--- config.mk ---
export PLATFORM = sky130hd
export DESIGN_NAME = pipe_hazard_ctrl_flat
export DESIGN_NICKNAME = d
export VERILOG_FILES = /design/src/rtl/pipe_hazard_ctrl_if.sv /design/src/rtl/pipe_hazard_ctrl.sv /design/src/flat_wrapper.sv
export SDC_FILE = /design/constraint.sdc
export NUM_CORES = 1
export LEC_CHECK = 0
export ABC_AREA = 0
export BUFFER_PORTS_ARGS = -buffer_cell sky130_fd_sc_hd__buf_4
export CORE_MARGIN = 2
export CORE_UTILIZATION = 28
export CTS_CLUSTER_SIZE = 16
export DETAILED_ROUTE_END_ITERATION = 10
export PLACE_DENSITY = 0.48
export SKIP_LAST_GASP = 1
export SLEW_MARGIN = 30
export SYNTH_ARGS = -nofsm -noshare
export SYNTH_HDL_FRONTEND = slang
export SYNTH_SLANG_ARGS = --single-unit
--- constraint.sdc ---
create_clock -name clk -period 2.7 [get_ports clk]
set_clock_uncertainty 0.15 [all_clocks]
set_input_delay 0.135 -clock clk [delete_from_list [all_inputs] [get_ports clk]]
set_output_delay 0.135 -clock clk [all_outputs]
set_load 0.02 [all_outputs]
--- src/rtl/pipe_hazard_ctrl_if.sv ---
// Hazard-control bundle between the pipeline stages and pipe_hazard_ctrl.
//   master : stage side. It drives rdy, stall_req and flush_req, and receives
//            stall_cmd, flush_cmd, busy and stall_cycles.
//   slave  : controller side. The directions are mirrored.
interface pipe_hazard_ctrl_if #(
  parameter int unsigned STAGES = 5,
  parameter int unsigned CNT_W  = 32
);
  logic              rdy;
  logic [STAGES-1:0] stall_req;
  logic [STAGES-1:0] flush_req;
  logic [STAGES-1:0] stall_cmd;
  logic [STAGES-1:0] flush_cmd;
  logic              busy;
  logic [CNT_W-1:0]  stall_cycles;

  modport master (
    output rdy, stall_req, flush_req,
    input  stall_cmd, flush_cmd, busy, stall_cycles
  );

  modport slave (
    input  rdy, stall_req, flush_req,
    output stall_cmd, flush_cmd, busy, stall_cycles
  );
endinterface

--- src/rtl/pipe_hazard_ctrl.sv ---
// Pipeline stall/flush controller.
// The stall vector is combinational. The highest stalling stage holds, and so
// does every stage before it. A flush is sequenced as Run -> Flush -> Hold:
//   - Flush lasts one cycle and pulses flush_cmd for the stages behind the source.
//   - Hold keeps IF stalled for HOLD_CYCLES cycles while the redirect lands.
// Ports:
//   clk, rst : core clock and synchronous active-high reset
//   bus      : slave side of pipe_hazard_ctrl_if. It carries rdy, stall_req and
//              flush_req in, and stall_cmd, flush_cmd, busy and stall_cycles out.
// Build option: define CTRL_PERF_EN to implement the stall_cycles counter.
// Otherwise stall_cycles is tied to zero.
module pipe_hazard_ctrl #(
  parameter int unsigned STAGES      = 5,
  parameter int unsigned HOLD_CYCLES = 1,
  parameter int unsigned CNT_W       = 32
) (
  input logic               clk,
  input logic               rst,
  pipe_hazard_ctrl_if.slave bus
);

  localparam int unsigned IdxW = (STAGES > 1) ? $clog2(STAGES) : 1;

  typedef enum logic [1:0] {StRun, StFlush, StHold} state_e;

  state_e            state_q, state_d;
  logic [3:0]        cnt_q, cnt_d;
  logic [IdxW-1:0]   src_q, src_d;
  logic [STAGES-1:0] mask_q, mask_d;

  logic [IdxW-1:0]   s_idx, f_idx;
  logic [STAGES-1:0] f_mask, base_stall, stall_cmd, flush_cmd;
  logic              stall_any, flush_any, accept, preempt;

  // Sets bit k when any bit at index >= k is set, giving bits [highest:0].
  function automatic logic [STAGES-1:0] fill_down(input logic [STAGES-1:0] v);
    logic              acc;
    logic [STAGES-1:0] r;
    acc = 1'b0;
    r   = '0;
    for (int k = STAGES - 1; k >= 0; k--) begin
      acc  = acc | v[k];
      r[k] = acc;
    end
    return r;
  endfunction

  always_comb begin
    s_idx  = '0;
    f_idx  = '0;
    f_mask = '0;
    for (int k = 0; k < STAGES; k++) begin
      if (bus.stall_req[k]) s_idx = IdxW'(k);
      if (bus.flush_req[k]) f_idx = IdxW'(k);
    end
    for (int k = 0; k < STAGES; k++) begin
      f_mask[k] = (k < int'(f_idx));
    end
  end

  assign stall_any  = |bus.stall_req;
  assign flush_any  = |bus.flush_req;
  assign base_stall = fill_down(bus.stall_req);
  // A flush whose source stage is itself behind a stall must wait.
  assign accept     = flush_any && (!stall_any || (s_idx <= f_idx));
  assign preempt    = accept && (f_idx > src_q);

  always_comb begin
    state_d   = state_q;
    cnt_d     = cnt_q;
    src_d     = src_q;
    mask_d    = mask_q;
    stall_cmd = '0;
    flush_cmd = '0;
    unique case (state_q)
      StRun: begin
        if (accept) begin
          // Stages about to be flushed must not hold the pipe.
          stall_cmd = fill_down(bus.stall_req & ~f_mask);
          src_d     = f_idx;
          mask_d    = f_mask;
          state_d   = StFlush;
        end else begin
          stall_cmd = base_stall;
        end
      end
      StFlush: begin
        flush_cmd = mask_q;
        stall_cmd = base_stall & ~mask_q;
        if (preempt) begin
          src_d   = f_idx;
          mask_d  = f_mask;
          state_d = StFlush;
        end else if (HOLD_CYCLES > 0) begin
          cnt_d   = 4'(HOLD_CYCLES);
          state_d = StHold;
        end else begin
          state_d = StRun;
        end
      end
      StHold: begin
        stall_cmd = base_stall | STAGES'(1);
        if (preempt) begin
          src_d   = f_idx;
          mask_d  = f_mask;
          state_d = StFlush;
        end else if (cnt_q <= 4'd1) begin
          state_d = StRun;
        end else begin
          cnt_d = cnt_q - 4'd1;
        end
      end
      default: state_d = StRun;
    endcase
    // A global not-ready freezes everything and holds the whole pipe.
    if (!bus.rdy) begin
      stall_cmd = '1;
      flush_cmd = '0;
      state_d   = state_q;
      cnt_d     = cnt_q;
      src_d     = src_q;
      mask_d    = mask_q;
    end
    if (rst) stall_cmd = '0;
  end

  always_ff @(posedge clk) begin
    if (rst) begin
      state_q <= StRun;
      cnt_q   <= '0;
      src_q   <= '0;
      mask_q  <= '0;
    end else begin
      state_q <= state_d;
      cnt_q   <= cnt_d;
      src_q   <= src_d;
      mask_q  <= mask_d;
    end
  end

  assign bus.stall_cmd = stall_cmd;
  assign bus.flush_cmd = flush_cmd;
  assign bus.busy      = (state_q != StRun);

`ifdef CTRL_PERF_EN
  logic [CNT_W-1:0] stall_cycles_q;

  always_ff @(posedge clk) begin
    if (rst) begin
      stall_cycles_q <= '0;
    end else if (bus.rdy && (|stall_cmd) && !(&stall_cycles_q)) begin
      stall_cycles_q <= stall_cycles_q + CNT_W'(1);
    end
  end

  assign bus.stall_cycles = stall_cycles_q;
`else
  assign bus.stall_cycles = '0;
`endif

endmodule

--- src/flat_wrapper.sv ---
// flat-port wrapper written by rule: the top's interface ports become plain ports
module pipe_hazard_ctrl_flat 
#(
  parameter int unsigned STAGES      = 5,
  parameter int unsigned HOLD_CYCLES = 1,
  parameter int unsigned CNT_W       = 32
)
  (clk, rst, bus_rdy, bus_stall_req, bus_flush_req, bus_stall_cmd, bus_flush_cmd, bus_busy, bus_stall_cycles);
  pipe_hazard_ctrl_if #(.STAGES(STAGES), .CNT_W(CNT_W)) bus_i ();
  input logic clk;
  input logic rst;
  input wire logic [$bits(bus_i.rdy)-1:0] bus_rdy;
  input wire logic [$bits(bus_i.stall_req)-1:0] bus_stall_req;
  input wire logic [$bits(bus_i.flush_req)-1:0] bus_flush_req;
  output wire logic [$bits(bus_i.stall_cmd)-1:0] bus_stall_cmd;
  output wire logic [$bits(bus_i.flush_cmd)-1:0] bus_flush_cmd;
  output wire logic [$bits(bus_i.busy)-1:0] bus_busy;
  output wire logic [$bits(bus_i.stall_cycles)-1:0] bus_stall_cycles;
  assign bus_i.rdy = bus_rdy;
  assign bus_i.stall_req = bus_stall_req;
  assign bus_i.flush_req = bus_flush_req;
  assign bus_stall_cmd = bus_i.stall_cmd;
  assign bus_flush_cmd = bus_i.flush_cmd;
  assign bus_busy = bus_i.busy;
  assign bus_stall_cycles = bus_i.stall_cycles;
  pipe_hazard_ctrl #(.STAGES(STAGES), .HOLD_CYCLES(HOLD_CYCLES), .CNT_W(CNT_W)) u_core (.clk(clk), .rst(rst), .bus(bus_i));
endmodule
Word-level counts from Yosys, hierarchy flattened
Index checks and enable logic that the tools add are counted.
{"block": "word_totals", "reg_bits": 14}
{"block": "classes", "n_addsub": 1, "n_lt_le_gt_ge": 8, "n_eq_ne": 8, "mux": 29, "bitwise_logic": 12, "reduce_logical": 14}
{"cell": "$mux W5", "n": 7}
{"cell": "$mux W3", "n": 8}
{"cell": "$pmux W5 S3", "n": 1}
{"cell": "$mux W4", "n": 3}
{"cell": "$and A5 B5 Y5", "n": 2}
{"cell": "$not A5 Y5", "n": 2}
{"cell": "$pmux W5 S2", "n": 1}
{"cell": "$reduce_or A5 Y1", "n": 2}
{"cell": "$mux W2", "n": 4}
{"cell": "$or A1 B1 Y1", "n": 8}
{"cell": "$pmux W4 S2", "n": 1}
{"cell": "$lt A1 B3 Y1 const A", "n": 2}
{"cell": "$lt A2 B3 Y1 const A", "n": 2}
{"cell": "$ne A2 B2 Y1 const B", "n": 3}
{"cell": "$pmux W2 S3", "n": 1}
{"cell": "$pmux W3 S2", "n": 1}
{"cell": "$reduce_bool A2 Y1", "n": 3}
{"cell": "$reduce_and A5 Y1", "n": 1}
{"cell": "$le A4 B1 Y1 const B", "n": 1}
{"cell": "$ne A2 B1 Y1 const B", "n": 2}
{"cell": "$reduce_and A4 Y1", "n": 1}
{"cell": "$sub A4 B1 Y4 const B", "n": 1}
{"cell": "$gt A3 B3 Y1", "n": 1}
{"cell": "$le A3 B3 Y1", "n": 1}
{"cell": "other kinds (11)", "n": 13}

Longest topological paths before layout
Gate-level depths: netlist (run 1).
{"block": "depth", "ltp_word": 15, "mapped_depth": 11}

Least setup slack after synthesis (run 1)
OpenSTA, ideal clock, no wires.
{"block": "synth_path", "kind": "input to output", "startpoint": "input bus_flush_req[1]", "endpoint": "output bus_stall_cmd[0]", "arrival_ps": 2170, "t_required_ps": 2415, "setup_slack_ps": 245, "cell_stages": 10, "n_path_buf": 0, "path_cell_list": "nor2b_1 o21ai_0 inv_1 ha_1 nand3_1 o21ai_0 o31ai_2 a2111o_1 o221ai_1 a221oi_1"}
{"block": "synth_between", "elab_chain_len": 15, "word_cells_on_any_way": 23, "cone_classes": "order compare: 6; mux: 8; bitwise: 6; reduce/logical: 3"}
{"element": "start, declared", "line_no": "flat_wrapper.sv:14", "source": "input wire logic [$bits(bus_i.flush_req)-1:0] bus_flush_req;"}
{"element": "$mux W1 (*)", "line_no": "pipe_hazard_ctrl.sv:54", "source": "if (bus.flush_req[k]) f_idx = IdxW'(k);"}
{"element": "$mux W3 (*) (3 in series)", "line_no": "pipe_hazard_ctrl.sv:54"}
{"element": "via u_core.f_idx[0]", "line_no": "pipe_hazard_ctrl.sv:31", "source": "logic [IdxW-1:0] s_idx, f_idx;"}
{"element": "$lt A3 B3 Y1 / $lt A2 B3 Y1 (equally long branches)", "line_no": "pipe_hazard_ctrl.sv:57", "source": "f_mask[k] = (k < int'(f_idx));"}
{"element": "$not A5 Y5", "line_no": "pipe_hazard_ctrl.sv:79", "source": "stall_cmd = fill_down(bus.stall_req & ~f_mask);"}
{"element": "$and A5 B5 Y5", "line_no": "pipe_hazard_ctrl.sv:79"}
{"element": "$or A1 B1 Y1 (4 in series)", "line_no": "pipe_hazard_ctrl.sv:42", "source": "acc = acc | v[k];"}
{"element": "$mux W5 (*)", "line_no": "pipe_hazard_ctrl.sv:77", "source": "if (accept) begin"}
{"element": "$pmux W5 S3 (*)", "line_no": "pipe_hazard_ctrl.sv:75", "source": "unique case (state_q)"}
{"element": "$mux W5 (*)", "line_no": "pipe_hazard_ctrl.sv:116", "source": "if (!bus.rdy) begin"}
{"element": "$mux W5 (*)", "line_no": "pipe_hazard_ctrl.sv:124", "source": "if (rst) stall_cmd = '0;"}
{"element": "end, declared", "line_no": "flat_wrapper.sv:15", "source": "output wire logic [$bits(bus_i.stall_cmd)-1:0] bus_stall_cmd;"}
Mark *: on every way through the listed nets, which the timed path passes. The rest lies on a longest branch.

Worst setup path in the final report (run 1)
Ends and elaborated chain as after synthesis.

==> impl_metrics.csv, run 1 <==
group,metric,value,unit
floorplan,core.rowCount,26,
logic_synthesis,synth_cells,191,
power_and_ir_drop,power_density,475.9,nW/µm²
clocking,clock_sinks,13,
logic_synthesis,synthFlopType,"dfxtp_1",
detailed_routing,wirelength,3384,µm
power_and_ir_drop,netSwitchingPower,0.3281,mW
clocking,cts_tree,"yes",
global_routing,antenna_found_initial,0,
detailed_routing,drcViolationCount,0,
logic_synthesis,synth_seq_cells,13,
critical_path,endpoint,"bus_stall_cmd[0]",
timing,hold_viol_final,0,
power_and_ir_drop,p_clk_share,22.7,%
critical_path,cp_max_fo,3,
clocking,cts-root-buf,"clkbuf_8",
power_and_ir_drop,ir_drop,0.1613,mV
cells_and_area,fin_nets,241,
global_routing,globalRoute.totalOverflow,0,
critical_path,r2r_cells,9,
floorplan,fp.dieArea,5846,µm²
global_routing,grt_max_degree,22,
cells_and_area,fillers,569,
timing,setup_viol,0,
clocking,clockBufferDepth,2,
clocking,ctsResizeCount,0,
detailed_routing,first_pass_iters,4,
detailed_routing,drtAntennaViolNets,0,
critical_path,startpoint,"bus_flush_req[1]",
flow_run,maxCapViolCount,0,
logic_synthesis,yosys.area.top_type,"dfxtp_1",
cells_and_area,layout_common_cells,"32 x conb_1, 29 x buf_4, 18 x inv_1",
critical_path,end_kind,"primary output",
logic_synthesis,avgSynthCellArea,7.697,µm²
clocking,htreeDepth,1,
logic_synthesis,synth-simple-area-share,18.47,%
logic_synthesis,async_flop_share,0,%
timing,max_freq,0.3970,GHz
critical_path,arrival,2.23,ns
timing,slew_viol_final,0,
cells_and_area,num_antenna_cells,0,
global_routing,track_usage,11.78,%
power_and_ir_drop,seq_power_share,28.4,%
logic_synthesis,synth_compound_area_share,28.43,%
power_and_ir_drop,intPower,0.4610,mW
logic_synthesis,synth_xor_area_share,0,%
critical_path,cp.required,2.41,ns
power_and_ir_drop,power_leakage,0.7488,nW
cells_and_area,final_common_cell,"conb_1",
detailed_routing,wl_per_cell,11.87,µm
logic_synthesis,synth.area.top_cells,"dfxtp_1 18%, buf_4 16%, ha_1 10%",
placed_design,io_buffers,23,
timing,grt_setup_unrepaired,"false",
clocking,clk_pin_slew_worst_paths,0.06,ns
detailed_routing,vias,1288,
floorplan,start_util,28.97,%
clocking,cts_hold_buffers,0,
status,status,"finished clean",
detailed_routing,drt-initial-drc-count,54,
global_routing,first_global_vias,1176,
cells_and_area,fin_util,32.67,%
timing,timing.final.crit_share,93.29,%
logic_synthesis,synth_top_family_by_area,"compound AO/OA/AOI/OAI gates",
critical_path,ff2ff_setup_slack,0.54,ns
logic_synthesis,synth_fa_ha_area_share,10.21,%
logic_synthesis,synthMuxAreaShare,1.362,%
logic_synthesis,yosys_warnings,0,
floorplan,num_io_pins,56,
clocking,cts_made_buffers,3,
cells_and_area,area_growth,12.77,%
critical_path,rr_endpoint,"u_core.mask_q[2]$_SDFFE_PP0P_",
logic_synthesis,ys_seq_area_share,17.70,%
clocking,cts_setup_buffers,0,
cells_and_area,drive_gt1_share,20.93,%
critical_path,r2r_start,"u_core.src_q[1]$_SDFFE_PP0P_",
critical_path,cp-start-kind,"input pin",
global_routing,grt_pass1_wl,5678,µm
placed_design,dp_hpwl,2679,µm
floorplan,core,5075,µm²
power_and_ir_drop,p_comb_share,48.9,%
logic_synthesis,netlist_area,1470,µm²
logic_synthesis,synth_edf_count,0,
worst_hold_path,min_path_type,"in2reg",
placed_design,place.gp.congestion,0.7695,
logic_synthesis,synth_cell_type_count,53,
floorplan,die_w,76.46,µm
detailed_routing,viasPerCell,4.519,
critical_path,crit_type,"in2out",
power_and_ir_drop,p_sw_share,41.58,%
clocking,clkLatencyLatePin,0.24,ns
timing,setup_tns,0,ns
logic_synthesis,synth_top_cell_area_share,17.70,%
floorplan,die_y,76.46,µm
timing,fin_crit,2.519,ns
## power groups by stage
stage / Combinational, mW / Clock [mW] / Sequential, mW
2_1_floorplan: 0.316 / 0 / 0.224
3_5_place_dp: 0.387 / 0 / 0.228
5_1_grt: 0.426 / 0.196 / 0.227
3_3_place_gp: 0.391 / 0 / 0.229
6_report: 0.386 / 0.179 / 0.224
4_1_cts: 0.389 / 0.188 / 0.224
## cell usage after synthesis, types with 3 or more instances
master / n
nor3_1: 3
o21ai_0: 12
buf_4: 32
nand2_1: 3
inv_1: 18
dfxtp_1: 13
and3_1: 5
nand3_1: 5
clkbuf_1: 5
o21a_1: 3
nor2b_1: 6
a221oi_1: 3
ha_1: 12
nand2b_1: 4
nor2_1: 10
a21oi_1: 13
## area by class of cell
type | count | area (µm²) | share of cell area (%)
clock buffers | 4 | 45.04 | 2.717
inverters | 18 | 67.56 | 4.075
multi-input cells | 151 | 979.7 | 59.09
flip-flops and latches | 13 | 260.3 | 15.70
well taps | 70 | 87.58 | 5.283
repair buffers | 29 | 217.7 | 13.13
## through the flow
| step | instance area, µm² | power [mW] | worst slack (ns) | hold WS, ns | std cells |
|---|---|---|---|---|---|
| CTS | 1658 | 0.8008 | 0.1551 | 0.03524 | 285 |
| finish | 1658 | 0.7890 | 0.1812 | 0.03935 | 285 |
| floorplan | 1587 | 0.5398 | 0.2445 | 0.1327 | 222 |
| global placement | 1613 | 0.6199 | 0.1520 | 0.3101 | 281 |
| global route | 1658 | 0.8484 | 0.01460 | 0.05639 | 285 |
| detailed placement | 1613 | 0.6151 | 0.1260 | 0.3027 | 281 |
## critical path: stages
cell      delay (ns)
buf_4           0.12
nor2b_1         0.11
o21ai_0         0.21
inv_1           0.10
ha_1            0.28
nand3_1         0.07
o21ai_0         0.12
o31ai_2         0.24
a2111o_1        0.18
o221ai_1        0.12
a221oi_1        0.34
buf_4           0.20
## how the worst min path moves through the flow
stage	endpoint	startpoint	cells after the start	slack, ns
final	u_core.mask_q[3]$_SDFFE_PP0P_	bus_flush_req[4]	3	0.04
after global routing	u_core.mask_q[3]$_SDFFE_PP0P_	bus_flush_req[4]	3	0.06
after CTS	u_core.mask_q[3]$_SDFFE_PP0P_	bus_flush_req[4]	3	0.04
after detailed placement	u_core.mask_q[3]$_SDFFE_PP0P_	bus_flush_req[4]	3	0.30
after global placement	u_core.mask_q[3]$_SDFFE_PP0P_	bus_flush_req[4]	3	0.31
after floorplan	u_core.mask_q[3]$_SDFFE_PP0P_	bus_flush_req[4]	2	0.13
## registers in the layout, indices dropped and copies added, names as in the netlist
name	count
u_core.cnt_q	4
u_core.src_q	2
u_core.state_q	2
u_core.mask_q	5
## layer usage
layer | part of all wire (%) | vias to the layer above | GRT usage [%]
met5 | 0 | - | 0
met4 | 0.47 | 0 | 3.273
met3 | 4.8 | 2 | 3.318
met2 | 47 | 35 | 17.96
met1 | 48 | 585 | 16.19
li1 | - | 666 | -
## logic make-up after synthesis
family / Yosys count
adder cells (fa/ha/maj): 12
AND/OR/NAND/NOR: 48
multiplexers: 2
buffers and inverters: 58
flip-flops: 13
AO/OA/AOI/OAI: 57
other: 1
Power figures use the tool's default switching activity.
==> run 2, diff against run 1 <==
--- a/config.mk
+++ b/config.mk
@@ -12,6 +12,7 @@
 export CTS_CLUSTER_SIZE = 16
 export DETAILED_ROUTE_END_ITERATION = 10
 export PLACE_DENSITY = 0.48
+export SETUP_SLACK_MARGIN = 0.5
 export SKIP_LAST_GASP = 1
 export SLEW_MARGIN = 30
 export SYNTH_ARGS = -nofsm -noshare
==> constraint.sdc (replaced) <==
create_clock -name clk -period 2.7 [get_ports clk]
set_clock_uncertainty 0.15 [all_clocks]
set_input_delay 0.54 -clock clk [delete_from_list [all_inputs] [get_ports clk]]
set_output_delay 0.54 -clock clk [all_outputs]
set_load 0.02 [all_outputs]
==> impl_metrics.csv, run 2 (synthesized netlist as in run 1, its figures left out) <==
group,metric,value,unit
floorplan,die_y,76.46,µm
flow_run,maxCapViolCount,0,
cells_and_area,largest_reg_flops,5,
floorplan,die_w,76.46,µm
detailed_routing,viasPerCell,4.523,
critical_path,cp_cell_sequence,"buf_8 -> o21ai_4 -> ha_4 -> a211oi_4 -> o31ai_4 -> a2111o_1 -> o221ai_2 -> a221oi_4 -> buf_6",
timing,timing.final.crit_share,113.5,%
global_routing,grt_pass1_wl,7107,µm
timing,setup_ws,-0.3643,ns
status,status,"finished with violations",
critical_path,arrival,2.37,ns
critical_path,end_kind,"primary output",
power_and_ir_drop,p_clk_share,16.3,%
placed_design,place.gp.congestion,0.8070,
floorplan,fp.dieArea,5846,µm²
floorplan,start_util,28.97,%
timing,grt_setup_unrepaired,"true",
clocking,htreeDepth,1,
floorplan,core.rowCount,26,
clocking,clock_sinks,13,
global_routing,track_usage,14.78,%
cells_and_area,top_register,"u_core.mask_q",
timing,setup_tns,-3.601,ns
critical_path,cp-start-kind,"input pin",
detailed_routing,first_pass_iters,4,
critical_path,cp.required,2.01,ns
global_routing,first_global_vias,1499,
power_and_ir_drop,ir_drop,0.2387,mV
timing,hold_viol_final,0,
clocking,clk_pin_slew_worst_paths,0.06,ns
cells_and_area,final_cell_area,2628,µm²
power_and_ir_drop,power_leakage,1.142,nW
clocking,clkLatencyLatePin,0.24,ns
clocking,cts_hold_buffers,0,
global_routing,antenna_found_initial,0,
cells_and_area,area_growth,78.72,%
clocking,cts_tree,"yes",
critical_path,critPathBufInv,2,
detailed_routing,drcViolationCount,0,
cells_and_area,layout_common_cells,"54 x buf_4, 32 x conb_1, 29 x buf_6",
power_and_ir_drop,totalPowerFinal,1.117,mW
global_routing,globalRoute.totalOverflow,0,
timing,slew_viol_final,0,
detailed_routing,drt-initial-drc-count,51,
worst_hold_path,min_path_type,"reg2reg",
cells_and_area,num_antenna_cells,0,
status,violations,"setup timing",
placed_design,postPlaceCellArea,1912,µm²
critical_path,crit_type,"in2out",
clocking,cts_made_buffers,3,
power_and_ir_drop,p_sw_share,40.43,%
critical_path,r2r_cells,10,
cells_and_area,reg.largest.list,"u_core.mask_q x5, u_core.cnt_q x4",
cells_and_area,final_common_cell,"buf_4",
power_and_ir_drop,intPower,0.6656,mW
detailed_routing,drtAntennaViolNets,0,
power_and_ir_drop,p_comb_share,63.2,%
timing,setup_viol,17,
critical_path,cp.depth,9,
placed_design,io_buffers,23,
power_and_ir_drop,netSwitchingPower,0.4518,mW
cells_and_area,drive_gt1_share,56.99,%
critical_path,cpPeakStageDelay,0.43,ns
worst_hold_path,holdPathStages,2,
timing,fin_crit,3.064,ns
floorplan,core,5075,µm²
critical_path,crit_family,"compound AO/OA/AOI/OAI gates",
power_and_ir_drop,power_density,425.3,nW/µm²
placed_design,dp_hpwl,3041,µm
detailed_routing,vias,1547,
clocking,clockBufferDepth,2,
critical_path,crit_slowest_cell,"a2111o_1",
power_and_ir_drop,seq_power_share,20.5,%
cells_and_area,fin_nets,298,
clocking,cts-root-buf,"clkbuf_8",
detailed_routing,wl_per_cell,13.18,µm
detailed_routing,wirelength,4507,µm
cells_and_area,fin_util,51.78,%
global_routing,grt_max_degree,21,
critical_path,cp_max_fo,3,
floorplan,num_io_pins,56,
timing,max_freq,0.3263,GHz
placed_design,place_ws,-0.4363,ns
-- run 2: changes by cell type in the layout (fill, tap and decap cells not counted), sizes merged --
cell / delta
clkinvlp: +1
inv: -1
buf: +57
-- run 2: layer usage --
layer / part of all wire, % / track usage (%) / up-vias
met3: 3.0 / 2.133 / 6
met2: 50 / 25.31 / 37
met1: 45 / 18.74 / 727
met4: 1.5 / 5.455 / 0
met5: 0 / 0 / -
li1: - / - / 777
-- run 2: repair_timing --
action / 4_1_cts / 5_1_grt
pin swaps: 16 / 27
endpoints found under the setup margin: 18 / 18
setup buffers: 23 / 9
resized for setup: 53 / 46
cloned: 0 / 0
-- run 2: area by class of cell --
type                    instances  area [µm²]
clock buffers                   4       45.04
fillers                       478        2447
inverters                      18       73.82
multi-input cells             151        1386
flip-flops and latches         13       267.8
well taps                      70       87.58
repair buffers                 86       767.0
-- run 2: worst reg2reg max path: cells and delay by family, from the launching register on --
family,cells,cell delay (ns)
compound gates,5,0.76
fa+ha+maj,1,0.32
buf+inv,3,0.34
flops,1,0.34
simple gates,1,0.15
-- run 2: final timing paths --
kind | from | slack, ns | end
hold reg to reg | u_core.src_q[1]$_SDFFE_PP0P_ | 0.31 | u_core.src_q[1]$_SDFFE_PP0P_
hold / removal | u_core.src_q[1]$_SDFFE_PP0P_ | 0.31 | u_core.src_q[1]$_SDFFE_PP0P_
setup reg to reg | u_core.src_q[1]$_SDFFE_PP0P_ | 0.51 | u_core.cnt_q[0]$_SDFFE_PP0P_
setup / recovery | bus_flush_req[2] | -0.36 | bus_stall_cmd[0]
-- run 2: power by group through the flow --
stage	combinational (mW)	clock, mW	sequential [mW]
5_1_grt	0.761	0.194	0.232
6_report	0.706	0.182	0.229
2_1_floorplan	0.367	0	0.225
3_3_place_gp	0.495	0	0.229
4_1_cts	0.612	0.187	0.226
3_5_place_dp	0.497	0	0.229
-- run 2: stage by stage --
| step | hold slack [ns] | instances |
|---|---|---|
| after floorplan | 0.2895 | 222 |
| after global placement | 0.3118 | 306 |
| after detailed placement | 0.3149 | 306 |
| after CTS | 0.3220 | 333 |
| after global routing | 0.3292 | 342 |
| final | 0.3134 | 342 |
